## config.mk

```make
export PLATFORM = sky130hd
export DESIGN_NAME = mtr_pwm_drv
export DESIGN_NICKNAME = d
export VERILOG_FILES = /design/src/rtl/mtr_pwm_drv.sv
export SDC_FILE = /design/constraint.sdc
export NUM_CORES = 1
export LEC_CHECK = 0
export ABC_CLOCK_PERIOD_IN_PS = 2950
export CAP_MARGIN = 20
export CORE_ASPECT_RATIO = 1.1
export CORE_MARGIN = 5
export CORE_UTILIZATION = 30
export CTS_BUF_LIST = sky130_fd_sc_hd__clkbuf_4
export CTS_CLUSTER_DIAMETER = 60
export DETAILED_ROUTE_END_ITERATION = 7
export PLACE_DENSITY_LB_ADDON = 0.15
export SYNTH_ARGS = -nofsm -noshare
export SYNTH_HDL_FRONTEND = slang
export SYNTH_SLANG_ARGS = --single-unit
```

## constraint.sdc

```tcl
create_clock -name clk -period 2.95 [get_ports clk]
set_input_delay 0.4425 -clock clk [delete_from_list [all_inputs] [get_ports clk]]
set_output_delay 0.4425 -clock clk [all_outputs]
set_load 0.05 [all_outputs]
```

## src/rtl/mtr_pwm_drv.sv

```systemverilog
// mtr_pwm_drv -- dual-channel H-bridge PWM back end.
//
// Turns the signed 12-bit speed requests (lft_spd / rght_spd, 0x800..0x7FF) into
// forward/reverse PWM pins for two motor channels. A free-running CNT_W-bit counter
// defines the PWM period (2**CNT_W clocks). Each channel latches its request once per
// period (when the counter is all-ones), so pins only change duty/direction on period
// boundaries. Every period starts with DEADTIME cycles of both pins low, and a
// direction reversal costs one full coast period with both pins low.
// pwm_synch pulses for one cycle at the start of each period (ADC alignment).
//
// Optional feature (compile-time macro TOO_FAST_CLAMP_EN):
//   defined   -> while too_fast is high at the load cycle, the latched magnitude is
//                limited to CLAMP_DTY for the whole following period.
//   undefined -> too_fast is ignored; magnitude is never clamped.
//
// Ports:
//   clk            in  system clock
//   rst            in  synchronous active-high reset
//   lft_spd        in  [11:0] signed left duty request
//   rght_spd       in  [11:0] signed right duty request
//   too_fast       in  overspeed flag (only used with TOO_FAST_CLAMP_EN)
//   PWM_frwrd_lft  out left forward drive
//   PWM_rev_lft    out left reverse drive
//   PWM_frwrd_rght out right forward drive
//   PWM_rev_rght   out right reverse drive
//   pwm_synch      out one-cycle pulse at the first cycle of each period
// All outputs are registered: one clock of latency from the counter/shadow state.

// ---------------------------------------------------------------------------
// mtr_pwm_chan -- one H-bridge channel: request decode, shadow registers,
// reversal FSM and registered pin drive.
//   clk, rst   clock / synchronous active-high reset
//   cnt        shared period counter
//   ld         period boundary strobe (cnt all-ones)
//   spd        signed duty request
//   clamp      limit latched magnitude to CLAMP_DTY at this load
//   pwm_frwrd  forward pin (registered)
//   pwm_rev    reverse pin (registered)
// ---------------------------------------------------------------------------
module mtr_pwm_chan #(
  parameter int               CNT_W     = 11,
  parameter int               DEADTIME  = 8,
  parameter logic [CNT_W-1:0] CLAMP_DTY = 11'h600
) (
  input  logic             clk,
  input  logic             rst,
  input  logic [CNT_W-1:0] cnt,
  input  logic             ld,
  input  logic [11:0]      spd,
  input  logic             clamp,
  output logic             pwm_frwrd,
  output logic             pwm_rev
);

  typedef enum logic {RUN = 1'b0, COAST = 1'b1} st_t;

  localparam logic [CNT_W-1:0] DT = CNT_W'(DEADTIME);

  st_t              st;
  logic             dir;      // active direction, 1 = reverse
  logic [CNT_W-1:0] mag;      // active magnitude
  logic [11:0]      abs_spd;
  logic [CNT_W-1:0] req_mag;
  logic [CNT_W-1:0] ld_mag;
  logic             req_dir;
  logic             pulse;

  // Two's-complement magnitude. Only 0x800 leaves bit 11 set after negation,
  // and that one value saturates to full scale.
  assign abs_spd = spd[11] ? (~spd + 12'd1) : spd;
  assign req_mag = abs_spd[11] ? {CNT_W{1'b1}} : abs_spd[CNT_W-1:0];
  assign req_dir = spd[11];
  assign ld_mag  = (clamp && (req_mag > CLAMP_DTY)) ? CLAMP_DTY : req_mag;

  // Dead time at period start; pulse ends when the counter reaches the magnitude.
  assign pulse = (st == RUN) && (cnt >= DT) && (cnt < mag);

  always_ff @(posedge clk) begin
    if (rst) begin
      st        <= RUN;
      dir       <= 1'b0;
      mag       <= '0;
      pwm_frwrd <= 1'b0;
      pwm_rev   <= 1'b0;
    end else begin
      if (ld) begin
        case (st)
          // A nonzero request in the opposite direction first parks the bridge
          // for a full period; the active direction is kept until then.
          RUN: begin
            if ((req_dir != dir) && (ld_mag != '0)) begin
              st <= COAST;
            end else begin
              dir <= req_dir;
              mag <= ld_mag;
            end
          end
          // Whatever is requested at the end of the coast period is taken as-is,
          // so flipping back to the old direction resumes without another coast.
          COAST: begin
            dir <= req_dir;
            mag <= ld_mag;
            st  <= RUN;
          end
          default: st <= RUN;
        endcase
      end
      // Direction gating keeps the two pins mutually exclusive.
      pwm_frwrd <= pulse & ~dir;
      pwm_rev   <= pulse &  dir;
    end
  end

endmodule

// ---------------------------------------------------------------------------
// mtr_pwm_drv -- top: period counter, sync pulse and two channel instances.
// ---------------------------------------------------------------------------
module mtr_pwm_drv #(
  parameter int               CNT_W     = 11,
  parameter int               DEADTIME  = 8,
  parameter logic [CNT_W-1:0] CLAMP_DTY = 11'h600
) (
  input  logic        clk,
  input  logic        rst,
  input  logic [11:0] lft_spd,
  input  logic [11:0] rght_spd,
  input  logic        too_fast,
  output logic        PWM_frwrd_lft,
  output logic        PWM_rev_lft,
  output logic        PWM_frwrd_rght,
  output logic        PWM_rev_rght,
  output logic        pwm_synch
);

  localparam int NUM_CH = 2;   // lane 0 = left, lane 1 = right

  logic [CNT_W-1:0]        cnt;
  logic                    ld;
  logic                    clamp;
  logic [NUM_CH-1:0][11:0] spd;
  logic [NUM_CH-1:0]       frwrd;
  logic [NUM_CH-1:0]       rev;

  // Requests are latched in the last cycle of the period so the new shadow
  // values are live from cnt==0 onward.
  assign ld  = &cnt;
  assign spd = {rght_spd, lft_spd};

`ifdef TOO_FAST_CLAMP_EN
  assign clamp = too_fast;
`else
  logic unused_too_fast;
  assign unused_too_fast = too_fast;
  assign clamp           = 1'b0;
`endif

  always_ff @(posedge clk) begin
    if (rst) begin
      cnt       <= '0;
      pwm_synch <= 1'b0;
    end else begin
      cnt       <= cnt + 1'b1;
      pwm_synch <= (cnt == '0);
    end
  end

  for (genvar i = 0; i < NUM_CH; i++) begin : g_ch
    mtr_pwm_chan #(
      .CNT_W    (CNT_W),
      .DEADTIME (DEADTIME),
      .CLAMP_DTY(CLAMP_DTY)
    ) u_ch (
      .clk      (clk),
      .rst      (rst),
      .cnt      (cnt),
      .ld       (ld),
      .spd      (spd[i]),
      .clamp    (clamp),
      .pwm_frwrd(frwrd[i]),
      .pwm_rev  (rev[i])
    );
  end

  assign PWM_frwrd_lft  = frwrd[0];
  assign PWM_rev_lft    = rev[0];
  assign PWM_frwrd_rght = frwrd[1];
  assign PWM_rev_rght   = rev[1];

endmodule
```

== Word level (Yosys, flattened, before mapping) ==
Index checks and enable logic that the tools add are counted.

* $add $sub $neg: 3
* $lt $le $gt $ge: 3
* Eq/ne operators: 4
* Muxes and demuxes: 16
* Bitwise operators: 10
* Reductions and logical operators: 12

{| class="wikitable"
|+ Operators by type and width
! cell !! count
|-
| 2-to-1 mux 11 bit || 4
|-
| case mux 11 bit (2 select lines) || 2
|-
| adder 12 x 1 -> 12 bit, second input constant || 2
|-
| 2-to-1 mux 12 bit || 2
|-
| NOT 12 bit || 2
|-
| AND reduction 12 bit || 2
|-
| < comparator 11 bit || 2
|-
| nonzero test 11 bit || 2
|-
| adder 11 x 1 -> 11 bit, second input constant || 1
|-
| >= comparator 11 x 4 -> 1 bit, second input constant || 1
|-
| logical NOT 11 bit || 1
|-
| AND reduction 11 bit || 1
|-
| case mux 1 bit (2 select lines) || 4
|-
| logical AND 1 bit || 6
|-
| bitwise AND 1 bit || 4
|-
| 2-to-1 mux 1 bit || 4
|-
| inequality test 2 bit, second input constant || 2
|-
| NOT 1 bit || 4
|-
| inequality test 1 bit || 2
|}

* Register bits: 42
* Input port bits: 27
* Output and inout port bits: 5

== Logic depth before layout (Yosys ltp) ==
* Depth in word-level cells: 8
* Mapped depth: 11
* Depth with buffers taken out: 9

== By module ==
From an unflattened synthesis, not the netlist that was laid out.

* Cell total of the unflattened synthesis: 349
* Area total of the unflattened synthesis: 3,044.2 um^2

{| class="wikitable"
|+ By module, submodules not included
! module !! times used !! cells each !! area each (um^2) !! seq. area each (um^2)
|-
| mtr_pwm_chan || 2 || 144 || 1,249.9 || 300.3
|-
| mtr_pwm_drv || 1 || 61 || 544.3 || 240.2
|}

== Worst setup path after synthesis ==
OpenSTA, ideal clock, no wires.

* Kind: input port to flip-flop
* From: in lft_spd[0]
* To: reg g_ch[0].u_ch.mag[5]
* Setup time: 0.087 ns
* Arrival: 2.682 ns
* Required time: 2.863 ns
* Setup slack: 0.181 ns
* Stages: 9
* Buffers on the path: 2
* Path through: buf_6 or4_4 a211o_1 a2111o_1 nor4_2 a21boi_1 buf_2 or3_1 o31ai_1

* Cells in the longest elaborated chain, start to end: 8
* Elaborated cells between the ends (all ways): 10
* Those cells by class: add/sub (1); eq/ne (1); mux (4); bitwise (1); reduce/logical (3)

{| class="wikitable"
|+ RTL lines
! element !! RTL line !! RTL
|-
| start, declared || 126 || <nowiki>input logic [11:0] lft_spd,</nowiki>
|-
| NOT 12 bit || 70 || <nowiki>assign abs_spd = spd[11] ? (~spd + 12'd1) : spd;</nowiki>
|-
| adder 12 x 1 -> 12 bit || 70 ||
|-
| 2-to-1 mux 12 bit (*) || 70 ||
|-
| 2-to-1 mux 11 bit (*) || 71 || <nowiki>assign req_mag = abs_spd[11] ? {CNT_W{1'b1}} : abs_spd[CNT_W-1:0];</nowiki>
|-
| nonzero test 11 bit || 91 || <nowiki>if ((req_dir != dir) && (ld_mag != '0)) begin</nowiki>
|-
| logical AND 1 bit || 91 ||
|-
| inequality test 2 bit (no source line) || -- ||
|-
| AND reduction 12 bit (no source line) || -- ||
|-
| end signal, assigned || 95 || <nowiki>mag <= ld_mag;</nowiki>
|-
| end signal, assigned || 102 || <nowiki>mag <= ld_mag;</nowiki>
|-
| end, declared || 61 || <nowiki>logic [CNT_W-1:0] mag;</nowiki>
|}

Mark *: on every way between the ends. The rest lies on a longest branch, timed or not. The select of a mux whose other input is x is not followed.
A chain may end at the register's enable or synchronous reset.

== Final worst setup path ==
* From: in rght_spd[0]
* To: reg g_ch[1].u_ch.mag[3]

* Cells in the longest elaborated chain, start to end: 8
* Elaborated cells between the ends (all ways): 10
* Those cells by class: add/sub (1); eq/ne (1); mux (4); bitwise (1); reduce/logical (3)

{| class="wikitable"
|+ RTL lines
! element !! RTL line !! RTL
|-
| start, declared || 127 || <nowiki>input logic [11:0] rght_spd,</nowiki>
|-
| NOT 12 bit || 70 ||
|-
| adder 12 x 1 -> 12 bit || 70 ||
|-
| 2-to-1 mux 12 bit (*) || 70 ||
|-
| 2-to-1 mux 11 bit (*) || 71 ||
|-
| nonzero test 11 bit || 91 ||
|-
| logical AND 1 bit || 91 ||
|-
| inequality test 2 bit (no source line) || -- ||
|-
| AND reduction 12 bit (no source line) || -- ||
|-
| end signal, assigned || 95 ||
|-
| end signal, assigned || 102 ||
|-
| end, declared || 61 ||
|}

Marked as above.

==> impl_metrics.toml <==
[status]
outcome = "complete, no violations"

[drt]
num_vias = 2933
drc_errors = 0
dr.pass1.iters = 4
detail_route.iter0.violations = 128
wl_per_cell_um = 13.4
drtAntennaViolNets = 0
vias_per_cell = 5.12
wl_um = 7700

[timing]
slew_viol_final = 0
finalHoldViolCount = 0
slew_headroom_pct = 62.7
fin_crit_ns = 2.81
setup-tns-final_ns = 0
fmax_mhz = 356
rsz0062_at_grt = "yes"
tightest_slew_ns = 0.545
whs_ns = 0.476
worst_slack_ns = 0.138
min_period_over_period_pct = 95.3
finClkSkew_ns = 0.00785
setup_viol = 0

[power]
power.total_mw = 1.20
power_leakage_nw = 1.42
irDropWorstVdd_v = 0.000177
p_per_area_nw_per_um2 = 304

[floorplan]
die_y_um = 116
dieArea_um2 = 12300
start_util_pct = 30.8
die_w_um = 106
io-pin-count = 32
rows = 38
core_um2 = 9890

[synth]
yosysUniqueCellTypes = 57
syn_nets = 433
syn_area_um2 = 3040
synth_cells = 382
ys_seq_area_share_pct = 27.6
synth_area_leaders = "dfxtp_1 28%, ha_1 9.9%, inv_1 4.3%"
yosys.area.top_type = "dfxtp_1"
async_flop_share_pct = 0
avgSynthCellArea_um2 = 7.97
ys_ff_latch = 42
yosysTopAreaCellShare_pct = 27.6
ys.flop_type = "dfxtp_1"
synth-edff-count = 0
yosys_warnings = 0

[layout]
antennaDiodeCount = 0
drive_gt1_share_pct = 18.5
synthToLayoutAreaGrowth_pct = 29.7
final_cell_area_um2 = 3950
final_cells = 573
fin_nets = 504
nFillCells = 1013
utilization_pct = 39.9

[global_route]
grt_max_degree = 40
grt_pass1_wl_um = 13500
globalRouteOverflowTotal = 0
antenna_found_initial = 0
grt_util_all_layers_pct = 13.3
first_global_vias = 2884

[clocking]
cts_hold_buf = 0
htreeDepth = 2
cts_made_buffers = 5
clk-insertion-delay-late_ns = 0.35
path_clk_slew_ns = 0.13
clock_sink_count = 42
cts_max_path_buffers = 2
cts_tree = "built"
cts_root_buf = "clkbuf_4"

[place]
placed_cells = 565
portBuffers = 30
dp_hpwl_um = 6040
place_ws_ns = -0.407
gp_congestion = 0.801
place_area_um2 = 3800

[worst_setup_path]
setup.worst_path.class = "in -> reg"
cp_max_fo = 10
r2r_slack_ns = 0.62
worstPathArrival_ns = 3.12
required_ns = 3.25
worst_setup_path_end_kind = "flip-flop"
cp-start-kind = "primary input"

[run]
maxCapViolations = 0

[hold_path]
hp-class = "reg -> reg"
routing by layer:
metal / up-vias / global-route usage, % / share of wire, %
met1: 1335 / 16.5 / 46
li1: 1556 / - / -
met3: 7 / 1.89 / 2.4
met2: 35 / 24.4 / 51
met4: 0 / 3.02 / 1.3
met5: - / 0 / 0
layout make-up:
cell class                      count  area (um^2)  area share, %
Clock buffer                        5         37.5          0.951
Sequential cell                    42          841           21.3
Timing Repair Buffer               82          693           17.6
Multi-Input combinational cell    287         2060           52.2
Clock inverter                      2         33.8          0.856
Inverter                           35          131           3.33
Tap cell                          120          150           3.80
synth_stat cells, types with 2 or more instances:
cell type and number:
dfxtp_1 42, clkbuf_1 12, xor2_1 8, xnor2_1 12
buf_1 4, a21o_1 4, a2111oi_0 3, nor4_1 6
o31ai_1 12, or3_1 13, or3b_2 3, a31o_2 8
a31oi_1 4, nand2_1 24, or4_1 6, inv_1 35
nor2b_1 3, nor2_1 31, a211oi_1 6, nand4_1 3
o32a_1 2, o2111a_1 2, nor4b_1 3, o21ai_0 26
a311oi_1 7, nand2b_1 8, nand4b_1 2, nor4_2 2
buf_2 2, nand3_1 11, a21oi_1 12, nor3_1 12
ha_1 24, mux2i_1 7
path summary, 6_finish.rpt:
path	startpoint	end	cells after the start
worst max-delay path	rght_spd[0]	g_ch[1].u_ch.mag[3]	10
worst min-delay path	g_ch[0].u_ch.mag[3]	g_ch[0].u_ch.mag[3]	2
worst max register to register	cnt[4]	g_ch[1].u_ch.mag[3]	7
worst min register to register	g_ch[0].u_ch.mag[3]	g_ch[0].u_ch.mag[3]	2
critical path: stages:
cell and delay [ns]:
clkdlybuf4s50_1 0.41, inv_1 0.09, ha_1 0.16, or3b_2 0.45, or4_1 0.43, a311oi_2 0.25, o2111a_2 0.30, a31oi_4 0.17
a211oi_1 0.28, a31o_2 0.13
power by group:
part	switching (mW)	total, mW	internal, mW
combinational	0.125	0.258	0.132
sequential	0.00720	0.579	0.572
clock	0.191	0.363	0.172
logic make-up (layout without fill, tap and decap cells):
group,Yosys count,after routing,synth area share [%]
AOI/OAI and AO/OA,100,100,23.1
and+or+nand+nor,134,135,24.0
DFF,42,42,27.6
buffers and inverters,54,124,6.99
muxes,8,8,2.67
xor gates and xnor gates,20,20,5.76
adders and majority gates,24,24,9.87
cell usage in the layout, fill, tap and decap left out, types with 5 or more instances in the layout:
cell type        netlist  final
ha_1                  24     24
o21ai_0               26     25
or4_1                  6      6
a311oi_1               7      6
xnor2_1               12     12
nand2_1               24     24
xor2_1                 8      8
or3_1                 13     13
buf_4                  0     52
nor2_1                31     31
clkdlybuf4s50_1        0     29
clkbuf_4               0      5
a31o_2                 8      7
nand3_1               11     11
dfxtp_1               42     42
nor4_1                 6      5
nand2b_1               8      8
mux2i_1                7      7
a21oi_1               12     12
nor3_1                12     11
inv_1                 35     35
o31ai_1               12     12
registers in the layout, indices dropped and copies added, names as in the netlist:
signal               flops
g_ch.u_ch.mag           22
cnt                     11
g_ch.u_ch.dir            2
g_ch.u_ch.pwm_frwrd      2
g_ch.u_ch.pwm_rev        2
g_ch.u_ch.st             2
pwm_synch                1
repair_timing:
item                       CTS  global route
gates resized for setup      2            12
buffers inserted             0             0
pin swaps                    1             5
cloned                       1             0
setup endpoints to repair    2            22
No activity file was read; power rests on OpenSTA's default activity.
